File: config.mk
export PLATFORM = sky130hd
export DESIGN_NAME = bram_log_reader_flat
export DESIGN_NICKNAME = d
export VERILOG_FILES = /design/src/rtl/bram_log_reader_if.sv /design/src/rtl/bram_log_reader.sv /design/src/flat_wrapper.sv
export SDC_FILE = /design/constraint.sdc
export NUM_CORES = 1
export LEC_CHECK = 0
export ABC_AREA = 1
export BUFFER_PORTS_ARGS = -buffer_cell sky130_fd_sc_hd__buf_2
export CAP_MARGIN = 20
export CORE_ASPECT_RATIO = 1.25
export CORE_MARGIN = 1
export CORE_UTILIZATION = 58
export CTS_CLUSTER_SIZE = 16
export DETAILED_ROUTE_END_ITERATION = 10
export MAX_ROUTING_LAYER = met4
export PLACE_DENSITY_LB_ADDON = 0.3
export SLEW_MARGIN = 20
export SYNTH_ARGS = -nofsm -noshare
export SYNTH_HDL_FRONTEND = slang
export SYNTH_SLANG_ARGS = --single-unit
File: constraint.sdc
create_clock -name Clk_CI -period 5.85 [get_ports Clk_CI]
set_input_delay 0.8775 -clock Clk_CI [delete_from_list [all_inputs] [get_ports Clk_CI]]
set_output_delay 0.8775 -clock Clk_CI [all_outputs]
set_load 0.1 [all_outputs]
File: src/rtl/bram_log_reader_if.sv
// Output word stream of the BRAM log reader: one 32-bit word per accepted transfer.
interface bram_log_reader_if;
  // A word transfers on a rising clock edge where Valid_S && Ready_S. Once Valid_S
  // is high, Data_D/Last_S/Valid_S are held until accepted. Ready_S may change freely.
  logic        Valid_S;
  logic        Ready_S;
  logic [31:0] Data_D;
  logic        Last_S;

  modport master (output Valid_S, output Data_D, output Last_S, input Ready_S);
  modport slave  (input Valid_S, input Data_D, input Last_S, output Ready_S);
endinterface

File: src/rtl/bram_log_reader.sv
// Drains timestamped log entries from a logger BRAM port and streams them as 32-bit words.
// Macro BRAM_LOG_READER_PREFETCH_EN adds a second entry buffer with read-ahead.
module bram_log_reader #(
    parameter  int LOG_DATA_BITW   = 32,
    parameter  int NUM_LOG_ENTRIES = 16384,
    localparam int ENTRY_BITW      = ((32 + LOG_DATA_BITW + 31) / 32) * 32,
    localparam int WORDS           = ENTRY_BITW / 32,
    localparam int CNT_BITW        = $clog2(NUM_LOG_ENTRIES),
    localparam int ADDR_BITW       = CNT_BITW + $clog2(ENTRY_BITW / 8)
) (
    input  logic                  Clk_CI,
    input  logic                  Rst_RI,
    input  logic                  Start_SI,
    input  logic [CNT_BITW:0]     NumEntries_DI,
    input  logic                  Abort_SI,
    output logic                  BramEn_SO,
    output logic [ADDR_BITW-1:0]  BramAddr_SO,
    input  logic [ENTRY_BITW-1:0] BramRd_DI,
    bram_log_reader_if.master     Strm,
    output logic                  Busy_SO,
    output logic                  Done_SO,
    output logic [2:0]            DbgState_SO
);

    localparam int BYTE_SH = $clog2(ENTRY_BITW / 8);
    localparam int W_BITW  = (WORDS > 1) ? $clog2(WORDS) : 1;
    localparam logic [CNT_BITW:0]  MAX_N     = (CNT_BITW + 1)'(NUM_LOG_ENTRIES);
    localparam logic [W_BITW-1:0]  LAST_WORD = W_BITW'(WORDS - 1);
`ifdef BRAM_LOG_READER_PREFETCH_EN
    localparam bit PREFETCH = 1'b1;
`else
    localparam bit PREFETCH = 1'b0;
`endif

    typedef enum logic [2:0] {IDLE, FETCH, WAIT, STREAM, FINISH} state_e;

    state_e                state_q, state_d;
    logic [CNT_BITW:0]     num_q, num_d;
    logic [CNT_BITW:0]     rd_idx_q, rd_idx_d;
    logic [CNT_BITW:0]     out_idx_q, out_idx_d;
    logic [W_BITW-1:0]     word_q, word_d;
    logic                  out_sel_q, out_sel_d;
    logic                  rd_pend_q, rd_pend_d;
    logic                  rd_buf_q, rd_buf_d;
    logic [1:0]            vld_q, vld_d;
    logic [ENTRY_BITW-1:0] ent_buf_q [2];
    logic [CNT_BITW:0]     start_n;
    logic                  hs, last_hs, other_ready;

    assign start_n     = (NumEntries_DI > MAX_N) ? MAX_N : NumEntries_DI;
    assign DbgState_SO = state_q;

    always_comb begin
        state_d     = state_q;
        num_d       = num_q;
        rd_idx_d    = rd_idx_q;
        out_idx_d   = out_idx_q;
        word_d      = word_q;
        out_sel_d   = out_sel_q;
        rd_pend_d   = 1'b0;
        rd_buf_d    = rd_buf_q;
        vld_d       = vld_q;
        BramEn_SO   = 1'b0;
        BramAddr_SO = '0;
        Busy_SO     = (state_q != IDLE) && (state_q != FINISH);
        Done_SO     = (state_q == FINISH);
        Strm.Valid_S = (state_q == STREAM);
        Strm.Data_D  = (state_q == STREAM) ? ent_buf_q[out_sel_q][32*word_q +: 32] : 32'd0;
        Strm.Last_S  = (state_q == STREAM) && (word_q == LAST_WORD)
                       && ((out_idx_q + 1'b1) == num_q);
        hs          = Strm.Valid_S && Strm.Ready_S;
        last_hs     = hs && (word_q == LAST_WORD);
        // The other buffer holds the next entry, or its read data lands this cycle.
        other_ready = vld_q[~out_sel_q] || (rd_pend_q && (rd_buf_q == ~out_sel_q));

        if (rd_pend_q) vld_d[rd_buf_q] = 1'b1;

        case (state_q)
            IDLE: begin
                if (Start_SI) begin
                    num_d     = start_n;
                    rd_idx_d  = '0;
                    out_idx_d = '0;
                    word_d    = '0;
                    out_sel_d = 1'b0;
                    vld_d     = '0;
                    state_d   = (start_n == '0) ? FINISH : FETCH;
                end
            end
            FETCH: begin
                BramEn_SO   = 1'b1;
                BramAddr_SO = {rd_idx_q[CNT_BITW-1:0], {BYTE_SH{1'b0}}};
                rd_idx_d    = rd_idx_q + 1'b1;
                rd_pend_d   = 1'b1;
                rd_buf_d    = out_sel_q;
                state_d     = WAIT;
            end
            WAIT: begin
                word_d  = '0;
                state_d = STREAM;
            end
            STREAM: begin
                if (PREFETCH && !last_hs && !rd_pend_q && !vld_q[~out_sel_q]
                    && (rd_idx_q < num_q)) begin
                    BramEn_SO   = 1'b1;
                    BramAddr_SO = {rd_idx_q[CNT_BITW-1:0], {BYTE_SH{1'b0}}};
                    rd_idx_d    = rd_idx_q + 1'b1;
                    rd_pend_d   = 1'b1;
                    rd_buf_d    = ~out_sel_q;
                end
                if (last_hs) begin
                    vld_d[out_sel_q] = 1'b0;
                    word_d           = '0;
                    if ((out_idx_q + 1'b1) == num_q) begin
                        state_d = FINISH;
                    end else begin
                        out_idx_d = out_idx_q + 1'b1;
                        if (PREFETCH && other_ready) out_sel_d = ~out_sel_q;
                        else                         state_d   = FETCH;
                    end
                end else if (hs) begin
                    word_d = word_q + 1'b1;
                end
            end
            FINISH: state_d = IDLE;
            default: state_d = IDLE;
        endcase

        // Abort wins over any handshake; pending read data and buffered entries are dropped.
        if (Abort_SI && (state_q != IDLE) && (state_q != FINISH)) begin
            state_d   = FINISH;
            vld_d     = '0;
            rd_pend_d = 1'b0;
        end
    end

    always_ff @(posedge Clk_CI or posedge Rst_RI) begin
        if (Rst_RI) begin
            state_q      <= IDLE;
            num_q        <= '0;
            rd_idx_q     <= '0;
            out_idx_q    <= '0;
            word_q       <= '0;
            out_sel_q    <= 1'b0;
            rd_pend_q    <= 1'b0;
            rd_buf_q     <= 1'b0;
            vld_q        <= '0;
            ent_buf_q[0] <= '0;
            ent_buf_q[1] <= '0;
        end else begin
            state_q   <= state_d;
            num_q     <= num_d;
            rd_idx_q  <= rd_idx_d;
            out_idx_q <= out_idx_d;
            word_q    <= word_d;
            out_sel_q <= out_sel_d;
            rd_pend_q <= rd_pend_d;
            rd_buf_q  <= rd_buf_d;
            vld_q     <= vld_d;
            if (rd_pend_q) ent_buf_q[rd_buf_q] <= BramRd_DI;
        end
    end

endmodule
File: src/flat_wrapper.sv
// flat-port wrapper written by rule: the top's interface ports become plain ports
module bram_log_reader_flat 
#(
    parameter  int LOG_DATA_BITW   = 32,
    parameter  int NUM_LOG_ENTRIES = 16384,
    localparam int ENTRY_BITW      = ((32 + LOG_DATA_BITW + 31) / 32) * 32,
    localparam int WORDS           = ENTRY_BITW / 32,
    localparam int CNT_BITW        = $clog2(NUM_LOG_ENTRIES),
    localparam int ADDR_BITW       = CNT_BITW + $clog2(ENTRY_BITW / 8)
)
  (Clk_CI, Rst_RI, Start_SI, NumEntries_DI, Abort_SI, BramEn_SO, BramAddr_SO, BramRd_DI, Busy_SO, Done_SO, DbgState_SO, Strm_Valid_S, Strm_Data_D, Strm_Last_S, Strm_Ready_S);
  bram_log_reader_if Strm_i ();
  input  logic Clk_CI;
  input  logic Rst_RI;
  input  logic Start_SI;
  input  logic [CNT_BITW:0] NumEntries_DI;
  input  logic Abort_SI;
  output logic BramEn_SO;
  output logic [ADDR_BITW-1:0] BramAddr_SO;
  input  logic [ENTRY_BITW-1:0] BramRd_DI;
  output logic Busy_SO;
  output logic Done_SO;
  output logic [2:0] DbgState_SO;
  output wire logic [$bits(Strm_i.Valid_S)-1:0] Strm_Valid_S;
  output wire logic [$bits(Strm_i.Data_D)-1:0] Strm_Data_D;
  output wire logic [$bits(Strm_i.Last_S)-1:0] Strm_Last_S;
  input wire logic [$bits(Strm_i.Ready_S)-1:0] Strm_Ready_S;
  assign Strm_Valid_S = Strm_i.Valid_S;
  assign Strm_Data_D = Strm_i.Data_D;
  assign Strm_Last_S = Strm_i.Last_S;
  assign Strm_i.Ready_S = Strm_Ready_S;
  bram_log_reader #(.LOG_DATA_BITW(LOG_DATA_BITW), .NUM_LOG_ENTRIES(NUM_LOG_ENTRIES)) u_core (.Clk_CI(Clk_CI), .Rst_RI(Rst_RI), .Start_SI(Start_SI), .NumEntries_DI(NumEntries_DI), .Abort_SI(Abort_SI), .BramEn_SO(BramEn_SO), .BramAddr_SO(BramAddr_SO), .BramRd_DI(BramRd_DI), .Strm(Strm_i), .Busy_SO(Busy_SO), .Done_SO(Done_SO), .DbgState_SO(DbgState_SO));
endmodule
# After elaboration in Yosys (flattened, before gate mapping)
# Cells that the tools add are included.
[classes] eq_ne=12 mux=20 n_shift=1 n_lt_le_gt_ge=1 n_addsub=3 n_reduce_logical=18
[ops] cell="$shiftx A64 B7 Y32" count=1
[ops] cell="$mux W15" count=4
[ops] cell="$pmux W15 S2" count=2
[ops] cell="$mux W32" count=1
[ops] cell="$add A15 B1 Y15 const B" count=2
[ops] cell="$mux W17" count=1
[ops] cell="$eq A15 B15 Y1" count=1
[ops] cell="$gt A15 B15 Y1 const B" count=1
[ops] cell="$logic_not A15 Y1" count=1
[ops] cell="$mux W3" count=5
[ops] cell="$pmux W3 S4" count=1
[ops] cell="$logic_and A1 B1 Y1" count=7
[ops] cell="$eq A3 B2 Y1 const B" count=2
[ops] cell="$ne A3 B1 Y1 const B" count=2
[ops] cell="$reduce_and A2 Y1" count=3
[ops] cell="$reduce_bool A3 Y1" count=2
[ops] cell="$mux W1" count=5
[ops] cell="$ne A2 B2 Y1 const B" count=2
[ops] cell="$reduce_and A4 Y1" count=1
[ops] cell="$reduce_bool A2 Y1" count=2
[ops] cell="$eq A3 B1 Y1 const B" count=1
[ops] cell="$eq A3 B3 Y1 const B" count=1
[ops] cell="$logic_not A3 Y1" count=1
[ops] cell="$ne A3 B2 Y1 const B" count=1
[ops] cell="other kinds (5)" count=5
[word_totals] input_bits=84 register_bits=114 out_inout_bits=57

# Depth between registers and ports, before layout
[logic_depth] ltp_word=7 depth_mapped=17

# Worst setup path after synthesis
# No wires, ideal clock.
[synth_timing] path_kind="register to output" start="register u_core.state_q[0] (netlist: u_core.DbgState_SO[0])" end="output BramAddr_SO[3]" path_buffers=1 required_ns=4.973 path_stages_with_launch=6 slack_ns=0.314 t_arrival_ns=4.659 path_cell_list="dfrtp_1 > inv_1 > nor3_2 > clkinv_1 > clkbuf_1 > nor2_1"
[synth_between] elab_chain_len=2
[synth_rtl] item="from (decl)" line="bram_log_reader.sv:37" rtl="state_e state_q, state_d;"
[synth_rtl] item="from (signal assigned)" line="bram_log_reader.sv:151" rtl="state_q <= state_d;"
[synth_rtl] item="$eq A3 B1 Y1" line="bram_log_reader.sv:78" rtl="case (state_q)"
[synth_rtl] item="$mux W17" line="bram_log_reader.sv:78"
[synth_rtl] item="to (decl)" line="flat_wrapper.sv:19" rtl="output logic [ADDR_BITW-1:0] BramAddr_SO;"
# No other way between the ends.

# Worst setup path after layout
[layout_timing] start="register u_core.state_q[2] (netlist: u_core.DbgState_SO[2])" end="output Strm_Data_D[31]"
[layout_between] elab_chain_len=2
[layout_rtl] item="$eq A3 B2 Y1" line="bram_log_reader.sv:68" rtl="Strm.Data_D = (state_q == STREAM) ? ent_buf_q[out_sel_q][32*word_q +: 32] : 32'd0;"
[layout_rtl] item="$mux W32" line="bram_log_reader.sv:68"
[layout_rtl] item="to (decl)" line="flat_wrapper.sv:25" rtl="output wire logic [$bits(Strm_i.Data_D)-1:0] Strm_Data_D;"
# No other way between the ends.

==> results_dict.tcl <==
set metrics [dict create \
    status "complete, no violations" \
    finalClockSkew_ns 0.00718 \
    die_h_um 114 \
    yosysMostFrequentCell "nand2_1" \
    vias 5049 \
    async_reset_ff_share_pct 100 \
    ioPinCount 141 \
    synth_area_leader_cell "dfrtp_1" \
    drt_iter0_markers 345 \
    nNetsFinal 877 \
    antenna_found_initial 0 \
    worstPathMaxFanout 33 \
    insertion_delay_ns 0.41 \
    routedWlPerCell_um 15.2 \
    cts_max_path_buffers 2 \
    cts_resized 0 \
    synth_area_per_cell_um2 8.87 \
    ir_drop_mv 0.325 \
    hold_viol 0 \
    via_per_inst 5.43 \
    gp_congestion 0.942 \
    yosysSeqAreaShare_pct 48.7 \
    start_util_pct 60.1 \
    worst_pin_slew_ns 0.854 \
    final_max_slew_viol_count 0 \
    cts_tree "yes" \
    die_area_mm2 0.0104 \
    post_synth_num_cell_types 34 \
    swShare_pct 37.8 \
    cts-root-buf "clkbuf_16" \
    postCtsSetupBuffers 0 \
    ctsHoldBuffers 0 \
    core-area_mm2 0.00966 \
    synth_top_area_share_pct 48.7 \
    fmax_mhz 268 \
    finalSetupViolations 0 \
    cts.sink_count 113 \
    drtPass1Iterations 5 \
    gr-total-overflow 0 \
    die_w_um 91.5 \
    rsz0062_at_grt "false" \
    synthToLayoutAreaGrowth_pct 23.0 \
    min_period_ns 3.73 \
    slew_headroom_pct 42.9 \
    cp-end-kind "output port" \
    h-tree-depth 4 \
    ant_nets 0 \
    grt_usage_pct 29.3 \
    p_leak_nw 3.71 \
    min_path_type "in2async" \
    syn_area_mm2 0.00580 \
    finalSetupTns_ns 0 \
    crit_required_ns 4.97 \
    cts-buffers-inserted 17 \
    internal_power_w 0.00206 \
    p_switching_w 0.00125 \
    drive_gt1_share_pct 32.1 \
    routed_wl_um 14200 \
    grt_max_degree 69 \
    synthFlopType "dfrtp_1" \
    synthTopCellsByArea "dfrtp_1 49%, mux2_2 12%, nand2_1 7.5%" \
    hpwlAfterDp_um 9890 \
    critPathArrivalTime_ns 2.86 \
    p_total_w 0.00331 \
    syn_inst 654 \
    startpoint_type "flop" \
    yosysWarnings 0 \
    p_per_area_mw_per_mm2 464 \
    pwr-share-seq_pct 38.1 \
    synthTopCellsByCount "116 x nand2_1, 113 x dfrtp_1, 98 x inv_1" \
    utilization_pct 73.9 \
    fin_cells 930 \
    path_clk_slew_ns 0.06 \
    synth_edf_count 0 \
    route.detailed.drc 0 \
    post-place-ws_ns 2.60 \
    ys_ff_latch 113 \
    grt_pass1_wl_um 23300 \
    dpl.cell_count 898 \
    place.port_buffers 137 \
    grt_pass1_vias 5198 \
    fin_crit_sh_pct 63.8 \
    antenna_cells 0 \
    maxCapViolCount 0 \
    pwr-share-comb_pct 32.2 \
    path_class "reg2out" \
    num_rows 40 \
    pwr-share-clk_pct 29.6 \
    finalWorstSetupSlack_ns 2.12 \
]
[flip-flops by register name, indices dropped and copies added (netlist names)]
| name | count |
|---|---|
| u_core.ent_buf_q | 64 |
| u_core.DbgState_SO | 3 |
| u_core.rd_pend_q | 1 |
| u_core.num_q | 15 |
| u_core.rd_idx_q | 14 |
| u_core.word_q | 1 |
| u_core.out_idx_q | 15 |
[path summary, 6_finish.rpt]
| check | startpoint | endpoint | slack, ns | depth (start not counted) |
|---|---|---|---|---|
| worst min register to register | u_core.ent_buf_q[101] | u_core.ent_buf_q[101] | 0.51 | 1 |
| min in group Clk_CI | u_core.ent_buf_q[101] | u_core.ent_buf_q[101] | 0.51 | 1 |
| max in group asynchronous | Rst_RI | u_core.word_q | 4.04 | 3 |
| worst max register to register | u_core.DbgState_SO[2] | u_core.out_idx_q[6] | 3.27 | 10 |
| worst max-delay path | u_core.DbgState_SO[2] | Strm_Data_D[31] | 2.12 | 7 |
| worst min-delay path | Rst_RI | u_core.ent_buf_q[98] | 0.51 | 2 |
[per-stage QoR]
step / area, µm² / hold WS [ns]
5_1_grt: 7140 / 0.522
6_report: 7140 / 0.510
4_1_cts: 7140 / 0.510
3_3_place_gp: 6570 / 0.490
3_5_place_dp: 6570 / 0.497
2_1_floorplan: 5810 / 0.481
[routing by layer]
metal,up-vias,routed length [µm],GRT usage [%]
li1,2423,-,-
met1,2394,5600,32.2
met2,180,7230,48.8
met3,52,744,7.40
met4,0,588,15.9
met5,-,0,-
[power by group through the flow]
stage	Combinational (W)	Clock, W	Sequential (W)
2_1_floorplan	0.000829	0	0.00127
3_3_place_gp	0.00103	0	0.00125
3_5_place_dp	0.00106	0	0.00127
4_1_cts	0.00107	0.000988	0.00126
5_1_grt	0.00115	0.00102	0.00130
6_report	0.00107	0.000981	0.00126
[area by class of cell]
| type | instances | area (µm²) |
|---|---|---|
| Clock buffer | 21 | 460 |
| Clock inverter | 11 | 106 |
| Fill cell | 674 | 2520 |
| Inverter | 101 | 382 |
| Multi-Input combinational cell | 417 | 2490 |
| Sequential cell | 113 | 2830 |
| Tap cell | 126 | 158 |
| Timing Repair Buffer | 141 | 716 |
[cells by family (layout without fill, tap and decap cells)]
kind of cell / Yosys count / count (layout) / share of synthesized area [%]
AO/OA/AOI/OAI: 81 / 81 / 9.01
adder cells (fa/ha/maj): 2 / 2 / 0.431
buffers and inverters: 126 / 274 / 8.60
flip-flops: 113 / 113 / 48.7
multiplexers: 64 / 64 / 12.4
other: 1 / 3 / 0.0646
AND/OR/NAND/NOR: 267 / 267 / 20.7
[worst max-delay path, cell delays in order, from the launching register on]
cell and delay, ns:
dfrtp_1 0.42, inv_1 0.09, nand3_1 0.59, nor2_2 0.26, buf_4 0.39, a22oi_1 0.17, inv_1 0.09, buf_2 0.42
[cell usage in the layout, fill, tap and decap left out, drive strengths merged]
master and count:
clkinvlp 6, mux2 64, nor4 2, nand2 122
nor3 4, or2 1, clkinv 5, and2 1
o21bai 3, nor2 64, nand4 7, ha 2
nand3b 2, buf 141, or3 1, conb 3
a31o 1, dfrtp 113, a21oi 13, nand3 63
bufinv 1, o21ai 17, o211ai 1, inv 100
clkbuf 21, a22oi 32, o32ai 1, o22ai 13
(Power assumes the default switching activity.)
